<file path="config.mk">
export PLATFORM = sky130hd
export DESIGN_NAME = mac_and_reflect_input_b_pipelined
export DESIGN_NICKNAME = d
export VERILOG_FILES = /design/src/rtl/mac_pkg.sv /design/src/rtl/mac_delay_line.sv /design/src/rtl/mac_and_reflect_input_b_pipelined.sv
export SDC_FILE = /design/constraint.sdc
export NUM_CORES = 1
export LEC_CHECK = 0
export CAP_MARGIN = 20
export CORE_MARGIN = 2
export CORE_UTILIZATION = 45
export CTS_BUF_LIST = sky130_fd_sc_hd__clkbuf_8
export DETAILED_ROUTE_END_ITERATION = 12
export SLEW_MARGIN = 20
export SYNTH_ARGS = -nofsm -noshare
export SYNTH_HDL_FRONTEND = slang
export SYNTH_SLANG_ARGS = --single-unit
</file>
<file path="constraint.sdc">
create_clock -name clk -period 18.6 [get_ports clk]
set_clock_uncertainty 0.1 [all_clocks]
set_input_delay 3.72 -clock clk [delete_from_list [all_inputs] [get_ports clk]]
set_output_delay 3.72 -clock clk [all_outputs]
set_load 0.005 [all_outputs]
</file>
<file path="src/rtl/mac_pkg.sv">
// Shared types, default widths and constant helpers for the signed MAC block.
// Pure declarations: no logic, no latency, no flow control.
// Helpers are evaluated at elaboration time only.
package mac_pkg;

    typedef enum logic [1:0] {
        MUL = 2'b00,
        ACC = 2'b01,
        SUB = 2'b10
    } mac_mode_e;

    localparam int A_WIDTH_DEF    = 20;
    localparam int B_WIDTH_DEF    = 18;
    localparam int PROD_WIDTH_DEF = A_WIDTH_DEF + B_WIDTH_DEF;
    localparam int ACC_WIDTH_DEF  = PROD_WIDTH_DEF + 10;

    // Signed limit of a w-bit field: neg=1 gives the most negative value,
    // neg=0 the most positive; the caller keeps the low w bits.
    function automatic logic [127:0] sat_limit(input logic neg, input int w);
        logic [127:0] msb;
        msb = 128'd1 << (w - 1);
        return neg ? msb : (msb - 128'd1);
    endfunction

    function automatic bit params_ok(input int a_w, input int b_w,
                                     input int acc_w, input int pipe);
        return (acc_w >= a_w + b_w) && (acc_w <= 127) &&
               (pipe >= 2) && (pipe <= 4);
    endfunction

endpackage

</file>
<file path="src/rtl/mac_delay_line.sv">
// Fixed-depth shift register, one stage per clock, synchronous active-low clear.
// Latency: DEPTH cycles (DEPTH >= 1).
// No backpressure: every stage advances on every clock.
module mac_delay_line #(
    parameter int WIDTH = 1,
    parameter int DEPTH = 1
) (
    input  logic             clk,
    input  logic             reset,
    input  logic [WIDTH-1:0] d,
    output logic [WIDTH-1:0] q
);

    logic [WIDTH-1:0] taps [DEPTH];

    always_ff @(posedge clk) begin
        if (!reset) begin
            for (int i = 0; i < DEPTH; i++) taps[i] <= '0;
        end else begin
            taps[0] <= d;
            for (int i = 1; i < DEPTH; i++) taps[i] <= taps[i-1];
        end
    end

    assign q = taps[DEPTH-1];

endmodule

</file>
<file path="src/rtl/mac_and_reflect_input_b_pipelined.sv">
// Signed multiply / accumulate / subtract-accumulate with sticky overflow and B echo.
// Latency: exactly PIPE_STAGES cycles from sample to P in every mode.
// No backpressure: the pipeline advances every clock; valid_i=0 inserts a bubble.
module mac_and_reflect_input_b_pipelined
    import mac_pkg::*;
#(
    parameter int A_WIDTH     = A_WIDTH_DEF,
    parameter int B_WIDTH     = B_WIDTH_DEF,
    parameter int ACC_WIDTH   = ACC_WIDTH_DEF,
    parameter int PIPE_STAGES = 2,
    parameter int SATURATE    = 0
) (
    input  logic                 clk,
    input  logic                 reset,
    input  logic                 valid_i,
    input  logic [1:0]           mode_i,
    input  logic                 clear_i,
    input  logic [A_WIDTH-1:0]   A,
    input  logic [B_WIDTH-1:0]   B,
    output logic [ACC_WIDTH-1:0] P,
    output logic [B_WIDTH-1:0]   DlyB_o,
    output logic                 valid_o,
    output logic                 ovf_o
);

    localparam int PROD_W = A_WIDTH + B_WIDTH;
    localparam int SB_W   = B_WIDTH + 4;
    localparam logic [ACC_WIDTH-1:0] ACC_MAX = ACC_WIDTH'(sat_limit(1'b0, ACC_WIDTH));
    localparam logic [ACC_WIDTH-1:0] ACC_MIN = ACC_WIDTH'(sat_limit(1'b1, ACC_WIDTH));

    generate
        if (!params_ok(A_WIDTH, B_WIDTH, ACC_WIDTH, PIPE_STAGES)) begin : g_bad_params
            $error("mac_and_reflect_input_b_pipelined: illegal ACC_WIDTH or PIPE_STAGES");
        end
    endgenerate

    // Sideband layout: {B, mode, clear, valid}
    logic [A_WIDTH-1:0]       s1_a;
    logic [SB_W-1:0]          s1_sb;
    logic [SB_W-1:0]          sn_sb;
    logic signed [PROD_W-1:0] prod_s1;
    logic [PROD_W-1:0]        prod_n;

    mac_delay_line #(.WIDTH(A_WIDTH + SB_W), .DEPTH(1)) u_stage1 (
        .clk   (clk),
        .reset (reset),
        .d     ({A, B, mode_i, clear_i, valid_i}),
        .q     ({s1_a, s1_sb})
    );

    assign prod_s1 = $signed(PROD_W'($signed(s1_a))) *
                     $signed(PROD_W'($signed(s1_sb[SB_W-1 -: B_WIDTH])));

    generate
        if (PIPE_STAGES > 2) begin : g_mid
            mac_delay_line #(.WIDTH(PROD_W), .DEPTH(PIPE_STAGES - 2)) u_prod_dly (
                .clk   (clk),
                .reset (reset),
                .d     (prod_s1),
                .q     (prod_n)
            );
            mac_delay_line #(.WIDTH(SB_W), .DEPTH(PIPE_STAGES - 2)) u_sb_dly (
                .clk   (clk),
                .reset (reset),
                .d     (s1_sb),
                .q     (sn_sb)
            );
        end else begin : g_direct
            assign prod_n = prod_s1;
            assign sn_sb  = s1_sb;
        end
    endgenerate

    logic [B_WIDTH-1:0] sn_b;
    logic [1:0]         sn_mode;
    logic               sn_clear;
    logic               sn_valid;

    assign sn_b     = sn_sb[SB_W-1:4];
    assign sn_mode  = sn_sb[3:2];
    assign sn_clear = sn_sb[1];
    assign sn_valid = sn_sb[0];

    logic [ACC_WIDTH-1:0]    acc_q;
    logic [B_WIDTH-1:0]      dlyb_q;
    logic                    vld_q;
    logic                    ovf_q;
    logic signed [ACC_WIDTH:0] base_x;
    logic signed [ACC_WIDTH:0] prod_x;
    logic signed [ACC_WIDTH:0] sum_x;
    logic                    sum_ovf;
    logic [ACC_WIDTH-1:0]    res;

    // One guard bit above ACC_WIDTH: the sum always fits, so overflow is a
    // disagreement between the guard bit and the ACC_WIDTH sign bit.
    always_comb begin
        base_x = sn_clear ? '0 : {acc_q[ACC_WIDTH-1], acc_q};
        prod_x = {{(ACC_WIDTH + 1 - PROD_W){prod_n[PROD_W-1]}}, prod_n};
        case (mac_mode_e'(sn_mode))
            ACC:     sum_x = base_x + prod_x;
            SUB:     sum_x = base_x - prod_x;
            default: sum_x = prod_x;
        endcase
        sum_ovf = sum_x[ACC_WIDTH] ^ sum_x[ACC_WIDTH-1];
        res     = sum_x[ACC_WIDTH-1:0];
        if ((SATURATE != 0) && sum_ovf) begin
            res = sum_x[ACC_WIDTH] ? ACC_MIN : ACC_MAX;
        end
    end

    always_ff @(posedge clk) begin
        if (!reset) begin
            acc_q  <= '0;
            dlyb_q <= '0;
            vld_q  <= 1'b0;
            ovf_q  <= 1'b0;
        end else begin
            vld_q <= sn_valid;
            if (sn_valid) begin
                acc_q  <= res;
                dlyb_q <= sn_b;
                ovf_q  <= (ovf_q & ~sn_clear) | sum_ovf;
            end else if (sn_clear) begin
                acc_q <= '0;
                ovf_q <= 1'b0;
            end
        end
    end

    assign P       = acc_q;
    assign DlyB_o  = dlyb_q;
    assign valid_o = vld_q;
    assign ovf_o   = ovf_q;

endmodule

</file>
==> impl_metrics.tcl <==
set metrics [dict create \
    fin_crit_ns 11.57 \
    cts_buffers 9 \
    cts_root_buffer "clkbuf_8" \
    leakage_uw 0.01073 \
    criticalPathCategory "register to register" \
    end_kind "register" \
    rows 79 \
    drt_iter0_markers 827 \
    area_delta_synth_final_pct 8.036 \
    slew_violations 0 \
    post-dp-hpwl_um 45230 \
    clockBufferDepth 2 \
    grt-busiest-layer "met2" \
    use_met2 0.3976 \
    avgViaCountPerCell 5.348 \
    tns_ns 0 \
    cp.required_ns 18.94 \
    die_w_um 220.8 \
    fmax_mhz 86.46 \
    synth_area_per_cell_sq_um 8.468 \
    grt.total_usage 0.2463 \
    use_met1 0.3424 \
    synthDistinctLibCells 74 \
    cts_resized 0 \
    status "completed" \
    drc 0 \
    die_h_um 220.8 \
    crit_family "adder cells" \
    postSynth.asyncResetShare 0 \
    antenna_found_initial 1 \
    setup_violations 0 \
    worst-path-stages 36 \
    htreeDepth 3 \
    synth_edf_count 0 \
    timing.hold.ws_ns 0.3722 \
    cts_setup_buffers 0 \
    num_vias 16692 \
    drt_first_pass_iters 5 \
    io_buffer_count 111 \
    yosysWarnings 0 \
    dieArea_sq_mm 0.04874 \
    tightest_slew_ns 0.9769 \
    critPathMostFrequentCell "fa_1" \
    synth_nets 3050 \
    hold_violations 0 \
    grt_pass1_wl_um 93210 \
    synthesis.area_sq_mm 0.02114 \
    final_antenna_net_count 0 \
    utilization 0.4917 \
    critPathMaxFanout 21 \
    gp_congestion 0.8888 \
    slowest_delay_ns 0.97 \
    cts_sinks 110 \
    nets 3062 \
    worstPathArrival_ns 11.90 \
    grt_pass1_vias 17371 \
    hold_depth 2 \
    core_area_sq_mm 0.04646 \
    crit_slowest_cell "dfxtp_1" \
    maxCapViolCount 0 \
    crit_path_start_kind "register" \
    relSlewSlack 0.3443 \
    final.period_utilization 0.6218 \
    ys.flop_type "dfxtp_1" \
    pin_count 112 \
    routed_wl_um 57060 \
    powerDensity_mw_per_mm2 143.1 \
    synth.ff_latch_count 110 \
    synth.yosys.seq_area_share 0.1041 \
    n_antenna_cell 0 \
    start_util 0.4551 \
    cts_tree "built" \
    wl_per_cell_um 18.28 \
    rsz0062_at_grt "no" \
    reg2reg_depth 36 \
    crit_buf_inv 4 \
    clk_latency_ns 0.48 \
    grt_max_degree 70 \
    grt.met3_usage 0.04715 \
    ir_drop_v 0.0001366 \
    synthCells 2497 \
    final_cell_mix "inv_1, fa_1, nand2_1" \
    cts.reportedPaths.clkPinSlew_ns 0.14 \
    hold_buffers 0 \
    final_common_cell "inv_1" \
    layout-drive-gt1-share 0.02108 \
    grt_overflow 0 \
    holdCritPathClass "register to register" \
]
through the flow:
step                      cells  power [uW]  cell area (sq um)  worst slack [ns]
after global placement     3105        3035              22620             7.523
final                      3121        3268              22840             7.034
after floorplan            2497        2408              21140             8.677
after CTS                  3121        3263              22840             7.117
after detailed placement   3105        3053              22620             7.191
after global routing       3121        3600              22840             6.457
state kept, by name, summed over array words and instances, names as in the netlist:
register,cells
DlyB_o,18
P,48
ovf_o,1
u_stage1.taps,42
valid_o,1
routing by layer:
metal,up-vias,part of all wire
met3,64,0.057
li1,7868,-
met1,8341,0.46
met2,419,0.47
met5,-,0
met4,0,0.018
layout make-up:
| class | instances | area [sq um] |
|---|---|---|
| Clock inverter | 6 | 83.83 |
| Timing Repair Buffer | 121 | 1181 |
| Inverter | 422 | 1584 |
| Sequential cell | 110 | 2206 |
| Fill cell | 4574 | 23610 |
| Tap cell | 607 | 759.5 |
| Multi-Input combinational cell | 1845 | 16890 |
| Clock buffer | 10 | 137.6 |
cell usage after synthesis (38+ instances only):
cell | number | share of area
o21ai_0 | 79 | 0.019
and2_1 | 218 | 0.065
a21oi_1 | 121 | 0.029
dfxtp_1 | 110 | 0.10
xnor2_1 | 80 | 0.033
fa_1 | 362 | 0.34
ha_1 | 147 | 0.087
nor2_1 | 148 | 0.026
clkbuf_1 | 113 | 0.020
a21o_1 | 38 | 0.013
inv_1 | 421 | 0.075
nand2_1 | 261 | 0.046
nor2b_1 | 59 | 0.017
logic make-up after synthesis:
kind of cell | count (synthesis) | synth area share
flip-flops | 110 | 0.1041
XOR/XNOR | 114 | 0.04823
AND/OR/NAND/NOR | 817 | 0.1927
adder cells (fa/ha/maj) | 509 | 0.4297
buffers and inverters | 542 | 0.09711
AO/OA/AOI/OAI | 373 | 0.1127
multiplexers | 32 | 0.01533
tightest hold or removal path: stages (launching register included):
cell	delay [ns]
dfxtp_1	0.34
nand2_1	0.05
a21oi_1	0.05
power by group:
part,internal (uW),leakage [uW],total [uW],switching [uW]
Clock,69.5,0.000113,183,113
Sequential,263,0.000907,308,45.2
Combinational,1110,0.00971,2780,1660
path summary, 6_finish.rpt:
path	start	endpoint	slack, ns
hold / removal	P[41]	P[41]	0.37
setup reg to reg	u_stage1.taps[0][12]	ovf_o	7.03
hold reg to reg	P[41]	P[41]	0.37
setup / recovery	u_stage1.taps[0][12]	ovf_o	7.03
Power figures use the tool's default switching activity.
